==> src/rtl/divisor_restaurador.sv <==
// Restoring divider for 4-bit unsigned operands: one quotient bit per cycle,
// with a dedicated division-by-zero path that reports immediately.
module divisor_restaurador (
    input  logic       clk,
    input  logic       rst_n,
    input  logic       inicio,
    input  logic [3:0] A,
    input  logic [3:0] B,
    output logic [3:0] quociente,
    output logic [3:0] resto,
    output logic       pronto,
    output logic       ocupado,
    output logic       erro_div_zero
);

    typedef enum logic [1:0] {OCIOSO, CALCULA, FIM} estado_t;

    estado_t    estado;
    logic [4:0] r_reg;
    logic [3:0] q_reg;
    logic [3:0] b_reg;
    logic [1:0] cnt_reg;
    logic       zero_reg;

    logic [4:0] r_shift;
    logic [4:0] diff;

    // Trial subtraction: partial remainder minus {0,B}, via inverted B and carry-in.
    always_comb begin
        r_shift = {r_reg[3:0], q_reg[3]};
        diff    = r_shift + ~{1'b0, b_reg} + 5'd1;
    end

    always_ff @(posedge clk or negedge rst_n) begin
        if (!rst_n) begin
            estado        <= OCIOSO;
            r_reg         <= '0;
            q_reg         <= '0;
            b_reg         <= '0;
            cnt_reg       <= '0;
            zero_reg      <= 1'b0;
            quociente     <= '0;
            resto         <= '0;
            pronto        <= 1'b0;
            ocupado       <= 1'b0;
            erro_div_zero <= 1'b0;
        end else begin
            pronto <= 1'b0;
            case (estado)
                OCIOSO: begin
                    if (inicio) begin
                        b_reg    <= B;
                        q_reg    <= A;
                        r_reg    <= '0;
                        cnt_reg  <= '0;
                        zero_reg <= (B == 4'd0);
                        if (B == 4'd0) begin
                            estado <= FIM;
                        end else begin
                            estado  <= CALCULA;
                            ocupado <= 1'b1;
                        end
                    end
                end
                CALCULA: begin
                    if (!diff[4]) begin
                        r_reg <= diff;
                        q_reg <= {q_reg[2:0], 1'b1};
                    end else begin
                        r_reg <= r_shift;
                        q_reg <= {q_reg[2:0], 1'b0};
                    end
                    cnt_reg <= cnt_reg + 2'd1;
                    if (cnt_reg == 2'd3) begin
                        estado  <= FIM;
                        ocupado <= 1'b0;
                    end
                end
                FIM: begin
                    // On divide-by-zero q_reg still holds the untouched dividend.
                    quociente     <= zero_reg ? 4'hF : q_reg;
                    resto         <= zero_reg ? q_reg : r_reg[3:0];
                    erro_div_zero <= zero_reg;
                    pronto        <= 1'b1;
                    estado        <= OCIOSO;
                end
                default: estado <= OCIOSO;
            endcase
        end
    end

endmodule
==> config.mk <==
export PLATFORM = sky130hd
export DESIGN_NAME = divisor_restaurador
export DESIGN_NICKNAME = d
export VERILOG_FILES = /design/src/rtl/divisor_restaurador.sv
export SDC_FILE = /design/constraint.sdc
export NUM_CORES = 1
export LEC_CHECK = 0
export ABC_AREA = 1
export CORE_ASPECT_RATIO = 1.75
export CORE_UTILIZATION = 33
export DETAILED_ROUTE_END_ITERATION = 12
export GPL_TIMING_DRIVEN = 0
export HOLD_SLACK_MARGIN = 0.08
export MAX_ROUTING_LAYER = met4
export PLACE_DENSITY = 0.53
export SYNTH_ARGS = -nofsm -noshare
export SYNTH_HDL_FRONTEND = slang
export SYNTH_SLANG_ARGS = --single-unit
==> constraint.sdc <==
create_clock -name clk -period 1.6 [get_ports clk]
set_input_delay 0.32 -clock clk [delete_from_list [all_inputs] [get_ports clk]]
set_output_delay 0.32 -clock clk [all_outputs]
set_load 0.03 [all_outputs]
* After elaboration in Yosys (flattened, before gate mapping)
Cells that the tools add are included.
Cells by class: add/subtract/negate cells 3, eq/ne operators 6, muxes and demuxes 19, bitwise logic cells 1, reduce and logical (&&, ||, !) cells 7
Operator list (count):
- $mux 4 | 5
- $pmux 4 s2 | 2
- $mux 2 | 4
- $pmux 2 s2 | 2
- $ne 2x2->1 const B | 3
- $reduce_and 2->1 | 3
- $add 5x1->5 const B | 1
- $add 5x5->5 | 1
- $mux 1 | 5
- $not 4->5 | 1
- $eq 2x2->1 const B | 2
- $logic_not 4->1 | 1
- $reduce_and 4->1 | 1
- $add 2x1->2 const B | 1
- $eq 2x1->1 const B | 1
- $logic_not 2->1 | 1
- $pmux 1 s2 | 1
- $reduce_bool 2->1 | 1
Word-level totals: register bits after elaboration 28, input port bits 11, output and inout port bits 11, word-level logic and storage cells 47

* Depth between registers and ports, before layout
depth in word-level cells 5, gate-level depth with buffers 12, depth with buffers taken out 12

* Least setup slack after synthesis
Ideal clock, no wire load.
path kind register to register, start point register q_reg[3], end point register r_reg[3], setup time 0.117 ns, arrival 1.510 ns, data required time 1.483 ns, slack -0.027 ns, stages on the path, launching flop included 11, path buffers 0, clock period less this slack 1.627 ns, cells stage by stage dfrtp_1 > inv_1 > ha_1 > inv_1 > fa_1 > nand3_1 > nand3_2 > nand2_4 > nand2_1 > nand3_1 > nand2_1
On the way: cells in the longest elaborated chain, start to end 4
RTL lines:
- start: declaration | line 20 | logic [3:0] q_reg;
- start signal: assignment | line 68 | q_reg <= {q_reg[2:0], 1'b1};
- start signal: assignment | line 71 | q_reg <= {q_reg[2:0], 1'b0};
- $add 5x5->5 | line 31 | diff = r_shift + ~{1'b0, b_reg} + 5'd1;
- $add 5x1->5 | line 31
- $mux 4 | line 66 | if (!diff[4]) begin
- $pmux 4 s2 | line 49 | case (estado)
- end signal: assignment | line 67 | r_reg <= diff;
- end signal: assignment | line 70 | r_reg <= r_shift;
- end: declaration | line 19 | logic [4:0] r_reg;
No other way between the ends. A chain may end at the register's enable or synchronous reset.

* Worst setup path after layout
start point register q_reg[3], end point register r_reg[1]
The elaborated chain is that of the path after synthesis.

==> impl_metrics.yaml <==
status:
  outcome: "complete, but fails checks"
  failed_checks: "setup timing"
placed_design:
  dpl-instance-area_sq_mm: 0.00168
  place.gp.congestion: 0.750
  io_buffers: 21
  post-dp-hpwl_um: 2270
  dp.cells: 229
global_route:
  grt_pass1_vias: 1106
  grt_pass1_wl_um: 5000
  antenna_found_initial: 0
  grt_max_degree: 29
  grtUsageTotal_pct: 15.5
  grt_overflow: 0
yosys:
  synth_top_area_share_pct: 50.0
  syn_avg_cell_area_sq_um: 8.81
  ys_types: 25
  synth_area_sq_mm: 0.00140
  synth_sequential_area_ratio_pct: 50.0
  syn_nets: 176
  syn-instance-count: 159
  yosysWarningCount: 0
  synthTopCellsByArea: "dfrtp_1, nand2_1, inv_1, ha_1, nor2_1"
  yosys.area.top_type: "dfrtp_1"
  ys_ff_latch: 28
detailed_routing:
  drc: 0
  drt_iter0_markers: 16
  wl_um: 2960
  routed-via-count: 1102
  drt_first_pass_iters: 4
  final_antenna_net_count: 0
  post_drt_wl_per_cell_um: 12.5
  via_per_inst: 4.67
power:
  p_sw_share_pct: 45.2
  power.internal_mw: 2.35
  power_frac_seq_pct: 30.1
  powerDensity_mw_per_mm2: 2410
  ir_drop_mv: 0.858
  p_switching_mw: 1.94
  p_clk_share_pct: 12.9
  power_leakage_nw: 0.864
  p_comb_share_pct: 56.9
clocking:
  clkLatencyLatePin_ns: 0.28
  clkTransAtPathRegs_ns: 0.10
  cts_made_buffers: 3
  htreeDepth: 1
  root_buffer: "clkbuf_8"
  cts_buffer_depth: 2
  cts.sinks: 28
  cts-hold-fix-buffers: 0
  cts_tree: "yes"
floorplanning:
  die_area_sq_mm: 0.00452
  core-area_sq_mm: 0.00411
  die-height_um: 88.2
  start_util_pct: 34.1
  core.rowCount: 31
  io_pins: 22
  die_w_um: 51.3
worst_hold_path:
  min_path_type: "input port to async pin"
sta:
  fmax_mhz: 618
  max_slew_margin_pct: 58.7
  setup_slack_ns: -0.0185
  timing.hold.ws_ns: 0.0524
  hold_viol: 0
  fin_worst_skew_ns: 0.0104
  tightest_slew_ns: 0.619
  period_needed_ns: 1.62
  fin_crit_sh_pct: 101
  slew_viol_final: 0
  rsz0062_at_grt: "true"
  setup_viol: 1
critical_path:
  cp_slowest_cell: "dfrtp_1"
  required_ns: 1.77
  critPathMaxStageDelay_ns: 0.40
  cp_max_fo: 5
  critPathLaunchType: "flop"
  path_class: "flop to flop"
  cp_cell_sequence: "inv_2 -> ha_4 -> inv_2 -> fa_2 -> nand2_2 -> nand2_2 -> nand3_4 -> nand2_4 -> nand2_2 -> nand2_1 -> nand2_1 -> nand2_1"
  endpoint_kind: "flop"
  cp.arrival_ns: 1.79
cells_and_area:
  final_cell_mix: "nand2_1, dfrtp_1, inv_1, nor2_1, dlygate4sd2_1"
  stdcell_count: 236
  layout_commonest_cell: "nand2_1"
  fin_area_sq_mm: 0.00178
  num_antenna_cells: 0
  drive_gt1_share_pct: 16.6
  area_growth_pct: 27.1
  fin_nets: 205
run:
  cap_violations: 0
[cell usage after synthesis]
library cell	number
xnor2_1	1
nand2_2	4
a22o_1	1
o211ai_1	3
nor2_1	15
inv_2	2
o21ai_0	10
a22oi_2	1
a21oi_1	8
inv_1	18
buf_4	1
dfrtp_1	28
nand3_2	1
nand2_4	2
buf_6	1
o21ai_1	6
a21boi_0	1
nand3_4	1
or2_4	1
fa_1	1
nand3b_1	2
ha_1	5
nand3_1	9
nand2_1	35
nor2_2	2
[critical path, delay by kind of cell (launching register included)]
kind / cells / cell delay [ns]
fa+ha+maj: 2 / 0.50
simple gates: 8 / 0.50
buf+inv: 2 / 0.13
flops: 1 / 0.40
[path summary, 6_finish.rpt]
path	end	depth (start not counted)	slack [ns]	start
max	r_reg[1]	12	-0.02	q_reg[3]
min	b_reg[3]	1	0.05	rst_n
max reg2reg	r_reg[1]	12	-0.02	q_reg[3]
min reg2reg	ocupado	2	0.48	ocupado
max in group asynchronous	q_reg[0]	1	1.14	rst_n
min in group clk	ocupado	2	0.48	ocupado
[timing repair]
| item | CTS | global route |
|---|---|---|
| gates cloned | 0 | 0 |
| pin swaps | 5 | 3 |
| endpoints found under the setup margin | 16 | 5 |
| resized for setup | 17 | 2 |
| buffers inserted | 3 | 0 |
[layer usage]
metal	track usage [%]	share of wire, %	vias to the layer above
met3	1.74	3.2	2
li1	-	-	569
met1	17.0	40	507
met5	-	0	-
met4	5.90	0.47	0
met2	28.1	56	24
[through the flow]
step / TNS (ns) / setup slack, ns / utilization [%] / total power [mW]
floorplan: 0 / 0.0347 / - / 3.02
global placement: -7.73 / -0.258 / 40.7 / 3.62
detailed placement: -9.20 / -0.304 / 40.7 / 3.69
CTS: -0.138 / -0.0521 / 43.3 / 4.30
global route: -0.403 / -0.112 / 43.3 / 4.68
finish: -0.0185 / -0.0185 / 43.3 / 4.29
[cell type report]
type | instances | area, sq um
fill | 443 | 2330
sequential | 28 | 701
multi-input combinational | 109 | 641
timing repair buffer | 24 | 214
inverter | 20 | 75.1
tap | 49 | 61.3
clock buffer | 3 | 41.3
clock inverter | 1 | 30.0
buffer | 2 | 18.8
[power by group through the flow]
stage / combinational [mW] / sequential, mW / clock [mW]
global placement: 2.33 / 1.29 / 0
CTS: 2.44 / 1.30 / 0.565
floorplan: 1.53 / 1.49 / 0
global route: 2.73 / 1.34 / 0.604
detailed placement: 2.38 / 1.31 / 0
finish: 2.44 / 1.29 / 0.555
[kinds of logic after synthesis]
kind of cell | share of synthesized area (%)
buffers and inverters | 6.70
AOI/OAI and AO/OA | 12.2
adders and majority gates | 5.89
DFF | 50.0
and+or+nand+nor | 24.6
xor gates and xnor gates | 0.625
Power figures use the tool's default switching activity.
==> edit (same settings) <==
Encoding of `estado_t`: now one-hot (3 bits for 3 values).
--- a/src/rtl/divisor_restaurador.sv
+++ b/src/rtl/divisor_restaurador.sv
@@ -15,3 +15,3 @@
 
-    typedef enum logic [1:0] {OCIOSO, CALCULA, FIM} estado_t;
+    typedef enum logic [2:0] {OCIOSO = 3'b001, CALCULA = 3'b010, FIM = 3'b100} estado_t;
 
Function: no difference found for any inputs over 10 cycles, from zero or initial values and one cycle with rst_n low; not proved beyond that.
==> edit against the original RTL <==
Critical endpoint is now r_reg[2]. Sequential share of layout area fell by 0.87 points. Clock skew fell by 0.0056 ns. Cell area rose by 6.1%. Sequential cell count rose by 1. Die area rose by 3.6%. Highest routed layer unchanged. Clock power rose by 3%. Synthesized area rose by 3.7%. Core utilization rose by 1.8 points. Total power fell by 3.7%. The run still ends with negative setup slack left. Wire length rose by 7.1%. Final cell count rose by 3.4%. Setup slack got worse by 0.0056 ns. Critical path depth fell by 2.
==> edit: results (changes against the original RTL) <==
| Metric | Value |
|---|---|
| Failing checks | negative setup slack |
| Final non-filler cell total | 244 (+3.4%) |
| Logic inverters | 16 (-20%) |
| Final setup viols | 4 (+3) |
| DP Worst Slack | -0.2937 ns (+0.009901 ns) |
| Drt wl/cell | 12.97 um (+3.6%) |
| Synth Register Bits | 29 (+3.6%) |
| Largest net degree at the start of global routing | 30 (+3.4%) |
| Total CTS buffers | 5 (+2) |
| Hpwl dp | 2304 um (+1.5%) |
| 1st-iter DRT viols | 52 (+36) |
| Post-synth top cells | nand2_1 (38), dfrtp_1 (28), nor2_1 (17), inv_1 (11), nand3_1 (9) |
| Post-synthesis net count | 177 (+0.57%) |
| Setup ws final | -0.02408 ns (-0.005598 ns) |
| Status | finished, violations left |
| Int Pwr | 2.276 mW (-3.3%) |
| Vias in the first global route | 1282 (+16%) |
| Post-CTS Setup Bufs | 5 (+2) |
| Buffering overhead | 0.1436 (+0.01300) |
| Multi-In Gates | 111 (+1.8%) |
| # H-tree levels | 2 (+1) |
| Post-synthesis xor/xnor area fraction | 0.006024 (-0.0002259) |
| Area of the multi-input gates | 683.2 um2 (+6.6%) |
| Synth top area cells | dfrtp_1 (48%), nand2_1 (9.8%), nor2_1 (4.4%) |
| Final net count | 211 (+2.9%) |
| Placed inst area | 1733 um2 (+3.4%) |
==> edit: metal layers <==
layer | wire (um) | part of all wire | vias up | global-route usage
li1 | - | - | 592 | -
met1 | 1227 | 0.39 | 565 | 0.1591
met2 | 1724 | 0.54 | 35 | 0.2831
met3 | 137 | 0.043 | 8 | 0.02707
met4 | 76 | 0.024 | 0 | 0.07456
met5 | 0 | 0 | - | -
==> edit: path summary, 6_finish.rpt <==
check,start,end,slack [ns],cells past startpoint
setup / recovery,q_reg[3],r_reg[2],-0.02,10
hold / removal,rst_n,pronto,0.07,1
setup reg to reg,q_reg[3],r_reg[2],-0.02,10
hold reg to reg,quociente[0],quociente[0],0.49,2
max in group asynchronous,rst_n,b_reg[0],1.10,1
min in group clk,quociente[0],quociente[0],0.49,2
==> edit: power by group through the flow <==
stage,Clock (mW),Combinational (mW),Sequential (mW)
CTS,0.591,2.20,1.30
detailed placement,0,2.05,1.31
finish,0.573,2.26,1.30
global placement,0,2.01,1.29
global route,0.621,2.54,1.34
floorplan,0,1.30,1.48
